$ cat src/rtl/burst_gate_ctrl_pkg.sv
// Shared types and default widths for the burst gate controller.
// Latency: n/a (declarations only).
// Backpressure: n/a.
package burst_gate_pkg;

  localparam int DEF_DATA_W = 16;
  localparam int DEF_CNT_W  = 16;

  typedef enum logic [1:0] {
    IDLE  = 2'd0,
    GUARD = 2'd1,
    ON    = 2'd2,
    OFF   = 2'd3
  } state_t;

endpackage

$ cat src/rtl/burst_gate_ctrl_if.sv
// Sample-path bundle: strobe, I/Q in, gated I/Q out and gate mode.
// Latency: n/a (wires only).
// Backpressure: none; the sample path is free-running.
interface burst_gate_ctrl_if
  import burst_gate_pkg::*;
#(
  parameter int DATA_W = DEF_DATA_W
) ();

  logic              smp_en;
  logic [DATA_W-1:0] in_bus_1;
  logic [DATA_W-1:0] in_bus_2;
  logic [DATA_W-1:0] out_bus_1;
  logic [DATA_W-1:0] out_bus_2;
  logic              mode;

  // sample source / sink side
  modport master (
    output smp_en, in_bus_1, in_bus_2,
    input  out_bus_1, out_bus_2, mode
  );

  // gate controller side
  modport slave (
    input  smp_en, in_bus_1, in_bus_2,
    output out_bus_1, out_bus_2, mode
  );

endinterface

$ cat src/rtl/burst_gate_ctrl_dp.sv
// Registered I/Q gate: passes samples while gate_en is high, forces zero otherwise.
// Latency: 1 clk from gate_en/in_* to out_*/mode.
// Backpressure: none; updates every clk regardless of the sample strobe.
module burst_gate_dp
  import burst_gate_pkg::*;
#(
  parameter int DATA_W = DEF_DATA_W
) (
  input  logic              clk,
  input  logic              rst_n,
  input  logic              gate_en,
  input  logic [DATA_W-1:0] in_1,
  input  logic [DATA_W-1:0] in_2,
  output logic [DATA_W-1:0] out_1,
  output logic [DATA_W-1:0] out_2,
  output logic              mode
);

  // gate both buses and the mode flag in one register stage so they stay aligned
  always_ff @(posedge clk or negedge rst_n) begin
    if (!rst_n) begin
      mode  <= 1'b0;
      out_1 <= '0;
      out_2 <= '0;
    end else begin
      mode  <= gate_en;
      out_1 <= gate_en ? in_1 : '0;
      out_2 <= gate_en ? in_2 : '0;
    end
  end

endmodule

$ cat src/rtl/burst_gate_ctrl.sv
// TDD burst scheduler: guard/ON/OFF schedule counted on smp_en gates the I/Q path.
// Latency: 1 clk from schedule decision to mode/out_bus_*; burst_done aligned with mode fall.
// Backpressure: none; smp_en low simply holds the schedule. Option macro BURST_GATE_CNT_EN adds a burst limit.
module burst_gate_ctrl
  import burst_gate_pkg::*;
#(
  parameter int DATA_W = DEF_DATA_W,
  parameter int CNT_W  = DEF_CNT_W
) (
  input  logic             clk,
  input  logic             rst_n,
  input  logic             start,
  input  logic             stop,
  input  logic             continuous,
  input  logic [CNT_W-1:0] guard_len,
  input  logic [CNT_W-1:0] on_len,
  input  logic [CNT_W-1:0] off_len,
`ifdef BURST_GATE_CNT_EN
  input  logic [CNT_W-1:0] max_bursts,
  output logic [CNT_W-1:0] burst_cnt,
`endif
  output logic             busy,
  output logic             burst_done,
  burst_gate_ctrl_if.slave bus
);

  localparam logic [CNT_W-1:0] ONE = CNT_W'(1);

  state_t           state, nxt_state;
  logic [CNT_W-1:0] cnt, nxt_cnt;
  logic             stop_pend;
  logic             cont_q;
  logic [CNT_W-1:0] on_q, off_q;
  logic             take_start, on_exit, end_run, gate_en, limit;

  // start is honoured only from IDLE, without a same-cycle stop, and with a non-empty burst
  assign take_start = (state == IDLE) && start && !stop && (on_len != '0);

`ifdef BURST_GATE_CNT_EN
  logic [CNT_W-1:0] max_q;
  // the burst now ending is the last one allowed
  assign limit = (max_q != '0) && ((burst_cnt + ONE) == max_q);
`else
  assign limit = 1'b0;
`endif

  // a stop arriving on the final ON strobe also ends the run
  assign end_run = !cont_q || stop_pend || stop || limit;

  // state register, down-counter, pending stop and latched configuration
  always_ff @(posedge clk or negedge rst_n) begin
    if (!rst_n) begin
      state     <= IDLE;
      cnt       <= '0;
      stop_pend <= 1'b0;
      cont_q    <= 1'b0;
      on_q      <= '0;
      off_q     <= '0;
`ifdef BURST_GATE_CNT_EN
      max_q     <= '0;
`endif
    end else begin
      state <= nxt_state;
      cnt   <= nxt_cnt;
      if (nxt_state == IDLE)
        stop_pend <= 1'b0;
      else if (state == ON && stop)
        stop_pend <= 1'b1;
      if (take_start) begin
        cont_q <= continuous;
        on_q   <= on_len;
        off_q  <= off_len;
`ifdef BURST_GATE_CNT_EN
        max_q  <= max_bursts;
`endif
      end
    end
  end

  // next state and counter: each timed state lasts its length in smp_en strobes
  always_comb begin
    nxt_state = state;
    nxt_cnt   = cnt;
    on_exit   = 1'b0;
    case (state)
      IDLE: begin
        if (take_start) begin
          if (guard_len != '0) begin
            nxt_state = GUARD;
            nxt_cnt   = guard_len - ONE;
          end else begin
            nxt_state = ON;
            nxt_cnt   = on_len - ONE;
          end
        end
      end
      GUARD, OFF: begin
        if (stop) begin
          nxt_state = IDLE;
        end else if (bus.smp_en) begin
          if (cnt == '0) begin
            nxt_state = ON;
            nxt_cnt   = on_q - ONE;
          end else begin
            nxt_cnt = cnt - ONE;
          end
        end
      end
      ON: begin
        if (bus.smp_en) begin
          if (cnt == '0) begin
            on_exit = 1'b1;
            if (end_run) begin
              nxt_state = IDLE;
            end else if (off_q != '0) begin
              nxt_state = OFF;
              nxt_cnt   = off_q - ONE;
            end else begin
              nxt_cnt = on_q - ONE;
            end
          end else begin
            nxt_cnt = cnt - ONE;
          end
        end
      end
      default: nxt_state = IDLE;
    endcase
  end

  // state-derived outputs: busy from the register, gate enable from the decision
  always_comb begin
    busy    = (state != IDLE);
    gate_en = (nxt_state == ON);
  end

  // burst-end pulse registered so it lines up with the mode fall in the datapath
  always_ff @(posedge clk or negedge rst_n) begin
    if (!rst_n) begin
      burst_done <= 1'b0;
`ifdef BURST_GATE_CNT_EN
      burst_cnt  <= '0;
`endif
    end else begin
      burst_done <= on_exit;
`ifdef BURST_GATE_CNT_EN
      if (take_start)
        burst_cnt <= '0;
      else if (on_exit)
        burst_cnt <= burst_cnt + ONE;
`endif
    end
  end

  burst_gate_dp #(.DATA_W(DATA_W)) u_dp (
    .clk     (clk),
    .rst_n   (rst_n),
    .gate_en (gate_en),
    .in_1    (bus.in_bus_1),
    .in_2    (bus.in_bus_2),
    .out_1   (bus.out_bus_1),
    .out_2   (bus.out_bus_2),
    .mode    (bus.mode)
  );

endmodule

$ cat src/flat_wrapper.sv
// flat-port wrapper written by rule: the top's interface ports become plain ports
module burst_gate_ctrl_flat import burst_gate_pkg::*;
#(
  parameter int DATA_W = DEF_DATA_W,
  parameter int CNT_W  = DEF_CNT_W
)
  (clk, rst_n, start, stop, continuous, guard_len, on_len, off_len, busy, burst_done, bus_smp_en, bus_in_bus_1, bus_in_bus_2, bus_out_bus_1, bus_out_bus_2, bus_mode);
  burst_gate_ctrl_if #(.DATA_W(DATA_W)) bus_i ();
  input  logic clk;
  input  logic rst_n;
  input  logic start;
  input  logic stop;
  input  logic continuous;
  input  logic [CNT_W-1:0] guard_len;
  input  logic [CNT_W-1:0] on_len;
  input  logic [CNT_W-1:0] off_len;
  output logic busy;
  output logic burst_done;
  input wire logic [$bits(bus_i.smp_en)-1:0] bus_smp_en;
  input wire logic [$bits(bus_i.in_bus_1)-1:0] bus_in_bus_1;
  input wire logic [$bits(bus_i.in_bus_2)-1:0] bus_in_bus_2;
  output wire logic [$bits(bus_i.out_bus_1)-1:0] bus_out_bus_1;
  output wire logic [$bits(bus_i.out_bus_2)-1:0] bus_out_bus_2;
  output wire logic [$bits(bus_i.mode)-1:0] bus_mode;
  assign bus_i.smp_en = bus_smp_en;
  assign bus_i.in_bus_1 = bus_in_bus_1;
  assign bus_i.in_bus_2 = bus_in_bus_2;
  assign bus_out_bus_1 = bus_i.out_bus_1;
  assign bus_out_bus_2 = bus_i.out_bus_2;
  assign bus_mode = bus_i.mode;
  burst_gate_ctrl #(.DATA_W(DATA_W), .CNT_W(CNT_W)) u_core (.clk(clk), .rst_n(rst_n), .start(start), .stop(stop), .continuous(continuous), .guard_len(guard_len), .on_len(on_len), .off_len(off_len), .busy(busy), .burst_done(burst_done), .bus(bus_i));
endmodule
$ cat config.mk
export PLATFORM = sky130hd
export DESIGN_NAME = burst_gate_ctrl_flat
export DESIGN_NICKNAME = d
export VERILOG_FILES = /design/src/rtl/burst_gate_ctrl_pkg.sv /design/src/rtl/burst_gate_ctrl_if.sv /design/src/rtl/burst_gate_ctrl_dp.sv /design/src/rtl/burst_gate_ctrl.sv /design/src/flat_wrapper.sv
export SDC_FILE = /design/constraint.sdc
export NUM_CORES = 1
export LEC_CHECK = 0
export ABC_AREA = 1
export CAP_MARGIN = 30
export CORE_MARGIN = 2
export CORE_UTILIZATION = 60
export CTS_CLUSTER_SIZE = 14
export DETAILED_ROUTE_END_ITERATION = 10
export DONT_BUFFER_PORTS = 1
export PLACE_DENSITY_LB_ADDON = 0.25
export SYNTH_ARGS = -nofsm -noshare
export SYNTH_HDL_FRONTEND = slang
export SYNTH_HIERARCHICAL = 1
export SYNTH_SLANG_ARGS = --single-unit
$ cat constraint.sdc
create_clock -name clk -period 4.21 [get_ports clk]
set_input_delay 0.6315 -clock clk [delete_from_list [all_inputs] [get_ports clk]]
set_output_delay 0.6315 -clock clk [all_outputs]
set_load 0.02 [all_outputs]
==> metrics.csv <==
stage;metric;value;unit
placed_design;Buffers on Ports;0;
timing;final slew viol count;0;
logic_synthesis;total of flip-flops plus latches after synthesis;86;
clock_network;Clock Sink Count;86;
grt;GRT Resource Usage Total;31.3;%
setup_path;depth of the worst register-to-register path;14;
setup_path;FF-to-FF setup slack;1.53;ns
finish;filler cell count;865;
finish;area overhead of the layout relative to synthesis;4.90;%
clock_network;Post CTS Setup Buffer Count;0;
logic_synthesis;share of Yosys cell area claimed by the top area cell type;37.8;%
clock_network;H-tree Lvls;3;
grt;vias in the first global route;4989;
power;Worst VDD drop;0.000211;V
detailed_routing;post-route DRC violation count;0;
timing;Worst Hold Margin;0.129;ns
clock_network;Max clock buf depth;2;
clock_network;CTS Root Cell;sky130_fd_sc_hd__clkbuf_8;
placed_design;placed standard-cell area;0.00575;mm2
timing;final setup violation count;0;
grt;wire length of the first global-routing pass;24700;um
clock_network;clock latency on the worst-skew pair;0.37;ns
logic_synthesis;count of unique library cells instantiated by Yosys;34;
timing;post-route setup TNS;0;ns
timing;worst-case headroom to the max-slew limit;61.9;%
detailed_routing;post-DR wirelength/cell;16.0;um
clock_network;CTS clock-pin slew for the worst setup and hold paths;0.11;ns
logic_synthesis;number of instances in the synthesized netlist;832;
finish;post-route cell area;0.00597;mm2
finish;antenna diode count;0;
detailed_routing;total wirelength of the detailed-routed design;15400;um
grt;number of antenna violations at the first check in global routing;0;
finish;Layout Cells excl Fill;961;
timing;slack of the critical path;1.53;ns
floorplanning;area of the die;0.0103;mm2
finish;share of post-route cells with drive strength above 1;7.69;%
clock_network;number of CTS-inserted buffers;9;
grt;aggregate global routing overflow;0;
timing;portion of the clock cycle consumed by the worst path in the final layout;63.6;%
logic_synthesis;top_reg_cell synth;sky130_fd_sc_hd__dfrtp_1;
hold_path;class of the worst hold path;input port to async pin;
timing;RSZ-0062 raised after global routing;no;
timing;number of hold violations in the final report;0;
placed_design;Detailed Place HPWL;11900;um
logic_synthesis;Synth area leader;sky130_fd_sc_hd__dfrtp_1;
placed_design;Placer Congestion;0.989;
logic_synthesis;Syn Std Cell Area;0.00570;mm2
power;P per Cell Area;364;mW/mm2
setup_path;data required time of the critical path;4.52;ns
logic_synthesis;number of enable flip-flop cells after synthesis;0;
setup_path;worst setup path endpoint;u_core/u_dp/out_2[8];
detailed_routing;via total after detailed routing;5293;
logic_synthesis;sequential element share of the synthesized area;37.8;%
detailed_routing;routed via count divided by cell count;5.51;
timing;Least-Margin Pin Slew;0.568;ns
detailed_routing;Iter 0 DRT Violations;287;
setup_path;kind of end point of the critical path;register;
detailed_routing;length of the first detailed-routing pass in iterations;5;
grt;pin count of the biggest net entering global routing;87;
setup_path;capture instance of the worst register-to-register path;u_core/u_dp/out_2[8];
floorplanning;number of placement rows;35;
placed_design;number of placed cells counting well taps;944;
timing;f_max;374;MHz
setup_path;nature of the critical path startpoint;register;
setup_path;critical setup path kind;register to register;
setup_path;worst-path maximum fanout;33;
floorplanning;number of I/O pins;121;
floorplanning;DIE HEIGHT;101;um
logic_synthesis;total nets after synthesis;924;
clock_network;TritonCTS clock tree;yes;
setup_path;Arrival @ worst endpoint;2.99;ns
logic_synthesis;Syn Area/Cell;6.85;um2
detailed_routing;remaining number of nets flagged by the antenna check after routing;0;
outcome;status;complete, no violations;
timing;Worst Clk Skew;0.0154;ns
floorplanning;horizontal die dimension;101;um
setup_path;crit path from;u_core/cnt[12];
logic_synthesis;cell types with the largest area share after synthesis;sky130_fd_sc_hd__dfrtp_1 38%, sky130_fd_sc_hd__nand2_1 15%, sky130_fd_sc_hd__nor2_1 8.0%;
setup_path;reg-to-reg critical path startpoint;u_core/cnt[12];
floorplanning;initial core utilization;61.6;%
finish;Net count, final;919;
logic_synthesis;post-synthesis async set-or-reset flop share;100;%
floorplanning;placeable core area;0.00924;mm2
finish;total area of sequential cells;0.00215;mm2
timing;final critical-path required period;2.68;ns
run;max capacitance violation total;0;
finish;multi-input combinational cell area;0.00296;mm2
power;leakage component of the power;3.13;nW
logic_synthesis;number of warnings reported in the yosys synthesis log;6;
placed_design;post-place setup slack;1.60;ns
==> registers in the layout, summed over array words and instances, names as in the netlist <==
name	cells
u_core/u_dp/out_1	16
u_core/u_dp/mode	1
u_core/u_dp/out_2	16
u_core/off_q	16
u_core/state	2
u_core/burst_done	1
u_core/on_q	16
u_core/cnt	16
u_core/cont_q	1
u_core/stop_pend	1
==> worst max-delay path, stage by stage (launching register included) <==
cell and delay, ns:
sky130_fd_sc_hd__dfrtp_1 0.46, sky130_fd_sc_hd__nor2_2 0.24, sky130_fd_sc_hd__nand2_1 0.12, sky130_fd_sc_hd__inv_2 0.09
sky130_fd_sc_hd__nand2_2 0.06, sky130_fd_sc_hd__nor2_4 0.34, sky130_fd_sc_hd__nand2_1 0.16, sky130_fd_sc_hd__a21oi_1 0.28
sky130_fd_sc_hd__nor2_1 0.08, sky130_fd_sc_hd__o21ai_1 0.14, sky130_fd_sc_hd__inv_1 0.08, sky130_fd_sc_hd__nor2_2 0.08
sky130_fd_sc_hd__buf_4 0.30, sky130_fd_sc_hd__nand2_1 0.09, sky130_fd_sc_hd__inv_1 0.08
==> placed cells by master (no fill, tap or decap), drive strengths merged <==
cell / n
and2: 1
inv: 126
ha: 6
nor3: 10
a21boi: 1
mux2: 8
xnor2: 11
nand3: 78
xor2: 20
nor2: 134
buf: 4
nor4: 2
a21o: 1
a21oi: 42
nand4: 8
a41oi: 1
o21ai: 29
o211ai: 7
or2: 1
nand3b: 3
o221ai: 1
clkbuf: 9
clkinvlp: 1
nand2: 240
dfrtp: 86
clkinv: 2
==> area by class of cell <==
cell class | instances | share of cell area [%]
Sequential cell | 86 | 36.0
Timing Repair Buffer | 4 | 0.838
Tap cell | 129 | 2.70
Clock inverter | 7 | 1.21
Clock buffer | 9 | 2.07
Inverter | 122 | 7.66
Multi-Input combinational cell | 604 | 49.5
==> Yosys cell counts (2+ instances only) <==
library cell and number:
sky130_fd_sc_hd__inv_2 5, sky130_fd_sc_hd__o211ai_1 7, sky130_fd_sc_hd__o21ai_1 6, sky130_fd_sc_hd__ha_1 6
sky130_fd_sc_hd__mux2_2 8, sky130_fd_sc_hd__buf_6 6, sky130_fd_sc_hd__clkbuf_1 7, sky130_fd_sc_hd__nor4_1 2
sky130_fd_sc_hd__a21oi_2 3, sky130_fd_sc_hd__nand2_1 231, sky130_fd_sc_hd__nor3_1 10, sky130_fd_sc_hd__a21oi_1 39
sky130_fd_sc_hd__dfrtp_1 86, sky130_fd_sc_hd__nor2_4 9, sky130_fd_sc_hd__nand2_2 9, sky130_fd_sc_hd__inv_1 117
sky130_fd_sc_hd__xnor2_1 11, sky130_fd_sc_hd__buf_4 2, sky130_fd_sc_hd__nand4_1 8, sky130_fd_sc_hd__nand3b_1 3
sky130_fd_sc_hd__xor2_1 20, sky130_fd_sc_hd__nand3_1 76, sky130_fd_sc_hd__buf_2 5, sky130_fd_sc_hd__nor2_1 121
sky130_fd_sc_hd__o21ai_0 23, sky130_fd_sc_hd__nor2_2 4
==> power by group <==
group	internal, mW	leakage (nW)	switching (mW)
registers	0.923	1.08	0.124
logic	0.195	1.95	0.345
clock network	0.233	0.0970	0.354
total	1.35	3.13	0.824
==> routing by layer <==
metal  vias up  GRT usage, %  routed length (um)  share of wire, %
met1      2439          43.5                6800                44
met2       244          49.2                6940                45
met5         -             0                   0                 0
li1       2585             -                   -                 -
met4         0          9.88                 355               2.3
met3        25          6.76                1300               8.4
==> stage by stage <==
step	utilization (%)	power, mW
floorplan	-	1.43
global placement	62.2	1.56
detailed placement	62.2	1.57
CTS	64.7	2.18
global route	64.7	2.31
finish	64.7	2.17
==> worst min-delay path by stage <==
| stage | from | slack (ns) | cells after the start | endpoint |
|---|---|---|---|---|
| global route | rst_n | 0.17 | 1 | u_core/off_q[10] |
| detailed placement | rst_n | 0.34 | 0 | u_core/off_q[15] |
| finish | rst_n | 0.13 | 1 | u_core/off_q[15] |
| floorplan | rst_n | 0.34 | 0 | u_core/burst_done |
| global placement | rst_n | 0.34 | 0 | u_core/off_q[15] |
| CTS | rst_n | 0.16 | 1 | u_core/off_q[15] |
==> cells by family after synthesis <==
family	count (synthesis)	synth area share, %
flip-flops	86	37.8
adder cells (fa/ha/maj)	6	1.32
buffers and inverters	142	10.4
AND/OR/NAND/NOR	477	36.2
AO/OA/AOI/OAI	82	8.00
XOR/XNOR	31	4.77
multiplexers	8	1.58
==> timing repair <==
action | in CTS | in global routing
hold endpoints to repair | 86 | 0
setup endpoints to repair | 0 | 0
hold buffers | 1 | 0
gates resized for setup | 0 | 0
No activity file was read; power rests on OpenSTA's default activity.
